==> src/rtl/wallace_three_bit_divider_if.sv <==
// Handshake bundle for the restoring divider: operand side (in_*) and result side (out_*).
interface wallace_three_bit_divider_if #(
   parameter int DW = 6,
   parameter int VW = 3
);
   logic          in_valid;
   logic          in_ready;
   logic [DW-1:0] in1;
   logic [VW-1:0] in2;
   logic          out_valid;
   logic          out_ready;
   logic [DW-1:0] quot;
   logic [VW-1:0] rem;
   logic          div_zero;

   modport master (
      output in_valid, in1, in2, out_ready,
      input  in_ready, out_valid, quot, rem, div_zero
   );

   modport slave (
      input  in_valid, in1, in2, out_ready,
      output in_ready, out_valid, quot, rem, div_zero
   );
endinterface

==> src/rtl/wallace_three_bit_divider.sv <==
// Sequential restoring divider, one quotient bit per clock, valid/ready on both sides.
// WALLACE_DIV_ZERO_FLAG_EN: short-circuit a zero divisor and raise div_zero.
module wallace_three_bit_divider #(
   parameter int DW = 6,
   parameter int VW = 3
) (
   input logic                      clk,
   input logic                      rst,
   wallace_three_bit_divider_if.slave bus
);
   localparam int CW = (DW > 1) ? $clog2(DW) : 1;

   typedef enum logic [1:0] {IDLE, CALC, DONE} state_t;

   state_t        state, state_nxt;
   logic [DW-1:0] dvd;
   logic [VW-1:0] dvs;
   logic [VW:0]   pr;
   logic [CW-1:0] cnt;
   logic [DW-1:0] quot_q;
   logic [VW-1:0] rem_q;

   logic          accept;
   logic          finish;
   logic [VW:0]   t;
   logic          ge;
   logic [VW:0]   pr_nxt;
   logic [DW-1:0] dvd_nxt;
   logic          in_ready_c;
   logic          out_valid_c;

`ifdef WALLACE_DIV_ZERO_FLAG_EN
   logic zpend;
   logic dz_q;
   assign finish = zpend || (cnt == '0);
`else
   assign finish = (cnt == '0);
`endif

   assign accept = bus.in_valid && (state == IDLE);

   // The dividend register doubles as the quotient register: bits leave at the
   // top as quotient bits enter at the bottom.
   always_comb begin
      t       = {pr[VW-1:0], dvd[DW-1]};
      ge      = (t >= {1'b0, dvs});
      pr_nxt  = ge ? (t - {1'b0, dvs}) : t;
      dvd_nxt = {dvd[DW-2:0], ge};
   end

   always_ff @(posedge clk or posedge rst) begin
      if (rst) state <= IDLE;
      else     state <= state_nxt;
   end

   always_comb begin
      state_nxt = state;
      case (state)
         IDLE:    if (accept) state_nxt = CALC;
         CALC:    if (finish) state_nxt = DONE;
         DONE:    if (bus.out_ready) state_nxt = IDLE;
         default: state_nxt = IDLE;
      endcase
   end

   always_comb begin
      in_ready_c  = (state == IDLE);
      out_valid_c = (state == DONE);
   end

   always_ff @(posedge clk or posedge rst) begin
      if (rst) begin
         dvd    <= '0;
         dvs    <= '0;
         pr     <= '0;
         cnt    <= '0;
         quot_q <= '0;
         rem_q  <= '0;
`ifdef WALLACE_DIV_ZERO_FLAG_EN
         zpend  <= 1'b0;
         dz_q   <= 1'b0;
`endif
      end else begin
         case (state)
            IDLE: if (accept) begin
               dvd   <= bus.in1;
               dvs   <= bus.in2;
               pr    <= '0;
               cnt   <= CW'(DW - 1);
`ifdef WALLACE_DIV_ZERO_FLAG_EN
               zpend <= (bus.in2 == '0);
`endif
            end
            CALC: begin
               dvd <= dvd_nxt;
               pr  <= pr_nxt;
               if (!finish) cnt <= cnt - 1'b1;
`ifdef WALLACE_DIV_ZERO_FLAG_EN
               if (zpend) begin
                  zpend  <= 1'b0;
                  quot_q <= '1;
                  rem_q  <= '0;
                  dz_q   <= 1'b1;
               end else if (finish) begin
                  quot_q <= dvd_nxt;
                  rem_q  <= pr_nxt[VW-1:0];
               end
`else
               if (finish) begin
                  quot_q <= dvd_nxt;
                  rem_q  <= pr_nxt[VW-1:0];
               end
`endif
            end
            DONE: begin
`ifdef WALLACE_DIV_ZERO_FLAG_EN
               if (bus.out_ready) dz_q <= 1'b0;
`endif
            end
            default: ;
         endcase
      end
   end

   assign bus.in_ready  = in_ready_c;
   assign bus.out_valid = out_valid_c;
   assign bus.quot      = quot_q;
   assign bus.rem       = rem_q;
`ifdef WALLACE_DIV_ZERO_FLAG_EN
   assign bus.div_zero  = dz_q;
`else
   assign bus.div_zero  = 1'b0;
`endif
endmodule

==> src/flat_wrapper.sv <==
// flat-port wrapper written by rule: the top's interface ports become plain ports
module wallace_three_bit_divider_flat 
#(
   parameter int DW = 6,
   parameter int VW = 3
)
  (clk, rst, bus_in_valid, bus_in1, bus_in2, bus_out_ready, bus_in_ready, bus_out_valid, bus_quot, bus_rem, bus_div_zero);
  wallace_three_bit_divider_if #(.DW(DW), .VW(VW)) bus_i ();
  input logic clk;
  input logic rst;
  input wire logic [$bits(bus_i.in_valid)-1:0] bus_in_valid;
  input wire logic [$bits(bus_i.in1)-1:0] bus_in1;
  input wire logic [$bits(bus_i.in2)-1:0] bus_in2;
  input wire logic [$bits(bus_i.out_ready)-1:0] bus_out_ready;
  output wire logic [$bits(bus_i.in_ready)-1:0] bus_in_ready;
  output wire logic [$bits(bus_i.out_valid)-1:0] bus_out_valid;
  output wire logic [$bits(bus_i.quot)-1:0] bus_quot;
  output wire logic [$bits(bus_i.rem)-1:0] bus_rem;
  output wire logic [$bits(bus_i.div_zero)-1:0] bus_div_zero;
  assign bus_i.in_valid = bus_in_valid;
  assign bus_i.in1 = bus_in1;
  assign bus_i.in2 = bus_in2;
  assign bus_i.out_ready = bus_out_ready;
  assign bus_in_ready = bus_i.in_ready;
  assign bus_out_valid = bus_i.out_valid;
  assign bus_quot = bus_i.quot;
  assign bus_rem = bus_i.rem;
  assign bus_div_zero = bus_i.div_zero;
  wallace_three_bit_divider #(.DW(DW), .VW(VW)) u_core (.clk(clk), .rst(rst), .bus(bus_i));
endmodule
==> config.mk <==
export PLATFORM = sky130hd
export DESIGN_NAME = wallace_three_bit_divider_flat
export DESIGN_NICKNAME = d
export VERILOG_FILES = /design/src/rtl/wallace_three_bit_divider_if.sv /design/src/rtl/wallace_three_bit_divider.sv /design/src/flat_wrapper.sv
export SDC_FILE = /design/constraint.sdc
export NUM_CORES = 1
export LEC_CHECK = 0
export CAP_MARGIN = 20
export CELL_PAD_IN_SITES_DETAIL_PLACEMENT = 0
export CELL_PAD_IN_SITES_GLOBAL_PLACEMENT = 2
export CORE_MARGIN = 8
export CORE_UTILIZATION = 30
export DETAILED_ROUTE_END_ITERATION = 6
export GPL_TIMING_DRIVEN = 0
export PLACE_DENSITY = 0.86
export SYNTH_ARGS = -nofsm -noshare
export SYNTH_HDL_FRONTEND = slang
export SYNTH_SLANG_ARGS = --single-unit
==> constraint.sdc <==
create_clock -name clk -period 2.55 [get_ports clk]
set_clock_uncertainty 0.05 [all_clocks]
set_input_delay 0.765 -clock clk [delete_from_list [all_inputs] [get_ports clk]]
set_output_delay 0.765 -clock clk [all_outputs]
set_load 0.03 [all_outputs]
Word level (Yosys, flattened, before mapping)
Cells that the tools add are included.

Bits in registers: 26. Latch bits: 0. RAM bits: 0. Memory bits (read-only): 0. Input bits: 13. Output and inout port bits: 12. Logic and storage cells: 37. Memories kept: 0.

Add/sub/neg operators: 2. $mul: 0. Divide/modulo/power cells: 0. $lt $le $gt $ge: 1. Equal/unequal tests: 6. Shift operators: 0. Muxes and demuxes: 12. Bitwise gates (word level): 0. Reductions and logical operators: 9.

Operators with widths (count): 3-bit 2-to-1 mux (4); 3-bit one-hot mux with 2 select lines (2); 6-bit one-hot mux with 2 select lines (1); 2-bit 2-to-1 mux (3); 6-bit 2-to-1 mux (1); 2-bit one-hot mux with 3 select lines (1); 2-bit AND reduction (3); 3-bit AND reduction (2); 4-bit by 3-bit greater-or-equal comparator with 1-bit output (1); 2-bit by 1-bit inequality test with 1-bit output, second input constant (2); 2-bit inequality test, second input constant (2); 3-bit zero test (1); 3-bit by 1-bit subtractor with 3-bit output, second input constant (1); 3-bit subtractor (1); 2-bit by 1-bit == test with 1-bit output, second input constant (1); 2-bit == test, second input constant (1); 2-bit zero test (1); 2-bit nonzero test (1); 1-bit logical AND (1).

Depth between registers and ports, before layout
Gate-level depths: netlist of the first run.

Depth after elaboration: 4. Mapped depth: 7. Depth with buffers taken out: 7.

Least setup slack after synthesis of the first run
OpenSTA, ideal clock, no wires.

Path type: reg2reg. Start: reg u_core.dvd[5]. End: reg u_core.rem_q[2], in the netlist u_core.bus.rem[2]. Setup time: 0.087 ns. Arrival: 1.896 ns. Required time: 2.413 ns. Path slack: 0.517 ns. Cell stages (with the launch flop): 8. Buffers on the path: 0. Clock period less this slack: 2.033 ns. Cell sequence: dfrtp_1 > inv_1 > ha_1 > inv_1 > fa_1 > a211o_1 > or4b_1 > o211ai_1.

Cells in the longest elaborated chain, start to end: 2. Elaborated cells on any way between the ends: 3. Those cells by class: add/sub: 1; order compare: 1; mux: 1.

RTL lines: start, declared (line wallace_three_bit_divider.sv:16) `logic [DW-1:0] dvd;`; start signal, assigned (line wallace_three_bit_divider.sv:86) `dvd <= bus.in1;`; start signal, assigned (line wallace_three_bit_divider.sv:95) `dvd <= dvd_nxt;`; 4-bit by 3-bit greater-or-equal comparator with 1-bit output or 3-bit subtractor (tied branches) (line wallace_three_bit_divider.sv:46, wallace_three_bit_divider.sv:47); 3-bit 2-to-1 mux (*) (line wallace_three_bit_divider.sv:47) `pr_nxt = ge ? (t - {1'b0, dvs}) : t;`; end signal, assigned (line wallace_three_bit_divider.sv:111) `rem_q <= pr_nxt[VW-1:0];`; end, declared (line wallace_three_bit_divider.sv:21) `logic [VW-1:0] rem_q;`.

Every way passes the cells marked *; elsewhere a longest branch is shown, timed or not. A chain may end at the register's enable or synchronous reset.

Final worst setup path of the first run
Start: reg u_core.state[0]. End: out bus_in_ready.

Cells in the longest elaborated chain, start to end: 1.

RTL lines: start, declared (line wallace_three_bit_divider.sv:15) `state_t state, state_nxt;`; start signal, assigned (line wallace_three_bit_divider.sv:53) `else state <= state_nxt;`; 2-bit zero test (line wallace_three_bit_divider.sv:67) `in_ready_c = (state == IDLE);`; end, declared (line flat_wrapper.sv:15) `output wire logic [$bits(bus_i.in_ready)-1:0] bus_in_ready;`.

Every way passes these cells.

==> results of run 1 <==
-- path summary, 6_finish.rpt --
kind	to	start	slack [ns]
worst max-delay path	bus_in_ready	u_core.state[0]	0.21
worst min-delay path	u_core.bus.quot[2]	u_core.bus.quot[2]	0.43
worst max register to register	u_core.pr[1]	u_core.dvd[5]	0.36
worst min register to register	u_core.bus.quot[2]	u_core.bus.quot[2]	0.43
max in group asynchronous	u_core.state[0]	rst	1.27
min in group asynchronous	u_core.bus.quot[0]	rst	0.74
-- through the flow --
step,utilization (%),hold WS [ns],std cells
6_report,39.52,0.4271,221
5_1_grt,39.52,0.4488,221
4_1_cts,38.82,0.4356,220
3_5_place_dp,37.53,0.4123,216
3_3_place_gp,37.53,0.4071,216
2_1_floorplan,-,0.3960,141
-- report_power, final --
group / total [W] / internal, W / switching (W) / leakage (nW)
Combinational: 0.00121 / 0.000512 / 0.000703 / 0.450
Clock: 0.000270 / 0.000138 / 0.000132 / 0.0288
Sequential: 0.000759 / 0.000618 / 0.000141 / 0.311
Total: 0.00224 / 0.00127 / 0.000977 / 0.790
-- area by class of cell --
| cell class | instances | area (um^2) | share of cell area [%] |
|---|---|---|---|
| Tap cell | 52 | 65.06 | 3.860 |
| Multi-Input combinational cell | 98 | 576.8 | 34.22 |
| Sequential cell | 26 | 650.6 | 38.60 |
| Buffer | 8 | 43.79 | 2.598 |
| Clock buffer | 4 | 55.05 | 3.267 |
| Timing Repair Buffer | 24 | 260.3 | 15.44 |
| Inverter | 9 | 33.78 | 2.004 |
-- kinds of logic (layout without fill, tap and decap cells) --
logic type	Yosys count	after routing	share of synthesized area, %
compound gates	20	20	10.26
other cells	1	1	0.2874
simple gates	68	68	25.12
fa+ha+maj	6	6	6.328
mux	2	2	1.534
flops	26	26	49.86
xor+xnor	1	1	0.6713
buf+inv	17	45	5.944
-- registers in the layout, summed over array words and instances, names as in the netlist --
| name | flops |
|---|---|
| u_core.dvd | 6 |
| u_core.state | 2 |
| u_core.pr | 3 |
| u_core.bus.quot | 6 |
| u_core.dvs | 3 |
| u_core.bus.rem | 3 |
| u_core.cnt | 3 |
-- metal layers --
layer	up-vias	share of wire [%]	routed length (um)	global-route usage, %
met5	-	0	0	0
met4	0	0.84	25	3.509
met3	2	4.1	123	3.282
met2	13	49	1465	17.21
met1	500	46	1376	10.89
li1	527	-	-	-
-- cells in the final DEF (no fill, tap or decap), drive strengths merged, types with 2 or more instances in the layout --
master and instances:
clkbuf 8, nand3 6, a31oi 5, or4b 4, nand2b 2, o21ai 5, o31ai 2, nand2 40
dfrtp 26, inv 9, ha 5, buf 5, o211ai 5, mux2i 2, a211o 2, nor2 8
clkdlybuf4s50 22
-- worst min-delay path: stages, from the launching register on --
cell	delay [ns]
sky130_fd_sc_hd__dfrtp_1	0.35
sky130_fd_sc_hd__nand2_1	0.05
sky130_fd_sc_hd__nand2_1	0.05
==> results.yml, run 1 <==
setup_path:
  worst-path-max-fanout: 8
  master_of_the_slowest_instance_on_the_critical_path: "sky130_fd_sc_hd__clkdlybuf4s50_1"
  crit_cells: 2
  worst_path_largest_cell_delay_ns: 0.68
  worstSetupEndpointType: "output port"
  number_of_cell_instances_on_the_worst_register_to_register_path: 7
  critPathLaunchType: "flop"
  critical_path_buf_inv_count: 1
  critical-path-top-delay-family: "buffers and inverters"
  worst-setup-path-type: "reg -> out"
  cp.arrival_ns: 1.53
  crit_chain: "nor2_1 > clkdlybuf4s50_1"
  worstPathRequired_ns: 1.74
drt:
  postRouteAntennaNets: 0
  drc_errors: 0
  dr_total_vias: 1042
  drt-pass1-iter-count: 4
  drtIter0Drc: 48
  routed_wl_um: 2990
  wire_per_inst_um: 13.53
  post_drt_via_cell_ratio: 4.715
clock_tree:
  clk-insertion-delay-late_ns: 0.27
  h-tree-depth: 1
  cts-root-buf: "sky130_fd_sc_hd__clkbuf_8"
  numCtsBuffers: 3
  cts_num_sinks: 26
  clk_pin_slew_worst_paths_ns: 0.09
  ctsLongestPathBuffers: 2
  cts_setup_buffers: 0
  cts_resized: 0
  hold_buffers: 0
  cts_tree: "done"
timing:
  final_min_period_over_clock_period_pct: 91.88
  period_needed_ns: 2.343
  setup_violations: 0
  finalHoldViolCount: 0
  tns_ns: 0
  rsz_0062_raised_after_global_routing: "false"
  final_max_slew_viol_count: 0
  clock.fmax_mhz: 426.8
  setup_slack_ns: 0.2071
yosys:
  syn-cell-area_um2: 1305
  yosysWarningCount: 0
  synth.net_count: 160
  synth_commonest_cells: "40 x sky130_fd_sc_hd__nand2_1, 26 x sky130_fd_sc_hd__dfrtp_1, 9 x sky130_fd_sc_hd__inv_1, 8 x sky130_fd_sc_hd__nor2_1, 6 x sky130_fd_sc_hd__nand3_1"
  synth_edf_count: 0
  syn_area_per_cell_um2: 9.255
  post_synth_main_area_contributors: "sky130_fd_sc_hd__dfrtp_1 50%, sky130_fd_sc_hd__nand2_1 12%, sky130_fd_sc_hd__ha_1 4.8%"
  synth-main-ff-cell: "sky130_fd_sc_hd__dfrtp_1"
  seq_area_frac_synth_pct: 49.86
  post_synth_inst_count: 141
  yosys.cell_count.top_type: "sky130_fd_sc_hd__nand2_1"
  synth_async_sr_flop_share_pct: 100.0
  ys_seq_elements: 26
  largest_area_contributor_in_the_netlist: "sky130_fd_sc_hd__dfrtp_1"
  synth.top_cell.area_share_pct: 49.86
  netlist-cell-type-count: 30
floorplan:
  fp.dieArea_um2: 6717
  chipWidth_um: 81.96
  dieHeight_um: 81.96
  fp-row-count: 24
  initial_utilization_pct: 30.60
  floorplan_core_area_um2: 4264
  io_pins: 25
finish:
  nFillCells: 420
  syn2layout_area_growth_pct: 29.15
  antenna_cells_inserted: 0
  design_area_um2: 1685
  drive_above_1_share_pct: 5.917
  nets: 189
grt:
  globalRoute.totalOverflow: 0
  grt_antenna_before_repair: 0
  grt_pass1_vias: 1099
  grt_usage_pct: 9.855
  maximum_number_of_pins_on_one_net_before_global_route_repair: 27
  grt_first_pass_wirelength_um: 5099
pwr:
  power_density_nw_per_um2: 1332
  leakage_nw: 0.7897
  finalPower_w: 0.002244
  power.ir.vdd_worst_uv: 459.9
place:
  gp_congestion: 0.8343
  dp_hpwl_um: 2181
  pre_cts_ws_ns: 0.2371
  portBuffers: 23
  dpl-instance-area_um2: 1600
worst_hold_path:
  worst_hold_path.num_cells: 2
  min_path_type: "reg -> reg"
flow_run:
  cap_violations: 0
outcome:
  status: "finished, final reports clean"
Power figures use the tool's default switching activity.
==> run 2, diff against run 1 <==
--- a/config.mk
+++ b/config.mk
@@ -13,6 +13,7 @@
 export DETAILED_ROUTE_END_ITERATION = 6
 export GPL_TIMING_DRIVEN = 0
 export PLACE_DENSITY = 0.86
+export RECOVER_POWER = 25
 export SYNTH_ARGS = -nofsm -noshare
 export SYNTH_HDL_FRONTEND = slang
 export SYNTH_SLANG_ARGS = --single-unit
==> run 2 against run 1 <==
Effect of this change:
- sequential share of layout area rose by 0.55 points
- final area fell by 1.4%
- via count rose by 0.29%
- worst hold slack barely moved
- sequential power barely moved
- register-to-register slack barely moved
- fmax fell by 0.11%
- critical path type unchanged
- largest cell class unchanged
==> results.yml, run 2 (same netlist as run 1, synthesis figures left out) <==
grt:
  grt_first_pass_wirelength_um: 5099
  grt_pass1_vias: 1099
  grt_usage_pct: 9.855
  grt_antenna_before_repair: 0
  globalRoute.totalOverflow: 0
  maximum_number_of_pins_on_one_net_before_global_route_repair: 27
setup_path:
  cp.arrival_ns: 1.53
  crit-reg2reg-launch: "u_core.dvd[5]"
  worst-path-max-fanout: 8
  number_of_cell_instances_on_the_worst_register_to_register_path: 7
  critical-path-top-delay-family: "buffers and inverters"
  critical_path_buf_inv_count: 1
  rrSetupSlack_ns: 0.36
  worst_path_largest_cell_delay_ns: 0.68
  regToRegEndpoint: "u_core.pr[1]"
  worstPathRequired_ns: 1.74
  critPathLaunchType: "flop"
  worst-setup-path-type: "reg -> out"
  master_of_the_slowest_instance_on_the_critical_path: "sky130_fd_sc_hd__clkdlybuf4s50_1"
  crit_chain: "nor2_1 > clkdlybuf4s50_1"
  worstSetupEndpointType: "output port"
timing:
  setup_violations: 0
  rsz_0062_raised_after_global_routing: "false"
  final_max_slew_viol_count: 0
  final_min_period_over_clock_period_pct: 91.98
  slew_headroom_pct: 39.24
  clock.fmax_mhz: 426.4
  finalHoldViolCount: 0
  setup_slack_ns: 0.2046
  period_needed_ns: 2.345
  worst-slew-pin-transition_ns: 0.9114
  tns_ns: 0
drt:
  postRouteAntennaNets: 0
  drtIter0Drc: 52
  post_drt_via_cell_ratio: 4.729
  routed_wl_um: 2988
  drt-pass1-iter-count: 4
  wire_per_inst_um: 13.52
  drc_errors: 0
  dr_total_vias: 1045
pwr:
  power_density_nw_per_um2: 1348
  leakage_nw: 0.7785
  power.ir.vdd_worst_uv: 461.5
finish:
  nFillCells: 424
  antenna_cells_inserted: 0
  mostFrequentLayoutCells: "40 x sky130_fd_sc_hd__nand2_1, 26 x sky130_fd_sc_hd__dfrtp_1, 21 x sky130_fd_sc_hd__clkdlybuf4s50_1"
  syn2layout_area_growth_pct: 27.32
  drive_above_1_share_pct: 5.325
  mostFrequentLayoutCell: "sky130_fd_sc_hd__nand2_1"
  nets: 189
  design_area_um2: 1662
floorplan:
  initial_utilization_pct: 30.60
  chipWidth_um: 81.96
  fp.dieArea_um2: 6717
  fp-row-count: 24
  floorplan_core_area_um2: 4264
  dieHeight_um: 81.96
  io_pins: 25
clock_tree:
  h-tree-depth: 1
  cts_setup_buffers: 0
  clk-insertion-delay-late_ns: 0.27
  clk_pin_slew_worst_paths_ns: 0.09
  cts_num_sinks: 26
  ctsLongestPathBuffers: 2
  cts-root-buf: "sky130_fd_sc_hd__clkbuf_8"
  cts_tree: "done"
  numCtsBuffers: 3
outcome:
  status: "finished, final reports clean"
flow_run:
  cap_violations: 0
worst_hold_path:
  worst_hold_path.num_cells: 2
  worst_hold_startpoint: "u_core.bus.quot[2]"
  whs_endpoint: "u_core.bus.quot[2]"
  min_path_type: "reg -> reg"
place:
  pre_cts_ws_ns: 0.2371
  dp_hpwl_um: 2181
  dpl-instance-area_um2: 1600
  gp_congestion: 0.8343
  portBuffers: 23
## run 2: timing repair
item | 4_1_cts | 5_1_grt
hold buffers | 0 | 0
setup endpoints to repair | 0 | 1
resized for setup | 0 | 1
## run 2: layout make-up
class | instances | area (um^2) | share of cell area, %
Tap cell | 52 | 65.06 | 3.916
Multi-Input combinational cell | 98 | 576.8 | 34.71
Sequential cell | 26 | 650.6 | 39.16
Buffer | 8 | 43.79 | 2.636
Inverter | 9 | 33.78 | 2.033
Timing Repair Buffer | 24 | 236.5 | 14.23
Clock buffer | 4 | 55.05 | 3.313
## run 2: worst min-delay path, cell delays in order, from the launching register on
cell and delay [ns]:
sky130_fd_sc_hd__dfrtp_1 0.35, sky130_fd_sc_hd__nand2_1 0.05, sky130_fd_sc_hd__nand2_1 0.05
## run 2: report_power, final
group          internal [W]  switching, W
sequential         0.000618      0.000142
combinational      0.000507      0.000702
clock              0.000138      0.000133
## run 2: worst max path at each step
stage                                    to       startpoint  slack, ns  cells past startpoint
final                          bus_in_ready  u_core.state[0]       0.20                      2
after global routing           bus_in_ready  u_core.state[0]        0.1                      2
after CTS                     bus_out_valid  u_core.state[0]        0.1                      3
after detailed placement       u_core.pr[2]     bus_in_valid       0.24                      5
after global placement        u_core.dvd[0]     bus_in_valid       0.24                      5
after floorplan           u_core.bus.rem[2]    u_core.dvd[5]       0.52                      7
## run 2: stage by stage
stage                     cells  hold WS, ns  power (W)  util (%)
after global placement      216       0.4071   0.001954     37.53
after floorplan             141       0.3960   0.001606         -
final                       221       0.4272   0.002240     38.97
after global routing        221       0.4488   0.002452     38.97
after CTS                   220       0.4356   0.002268     38.82
after detailed placement    216       0.4123   0.001995     37.53
## run 2: metal layers
metal / vias to the layer above / GRT usage (%) / wire length (um)
met1: 503 / 10.89 / 1357
met3: 2 / 3.282 / 130
met4: 0 / 3.509 / 25
met5: - / 0 / 0
li1: 525 / - / -
met2: 15 / 17.21 / 1475
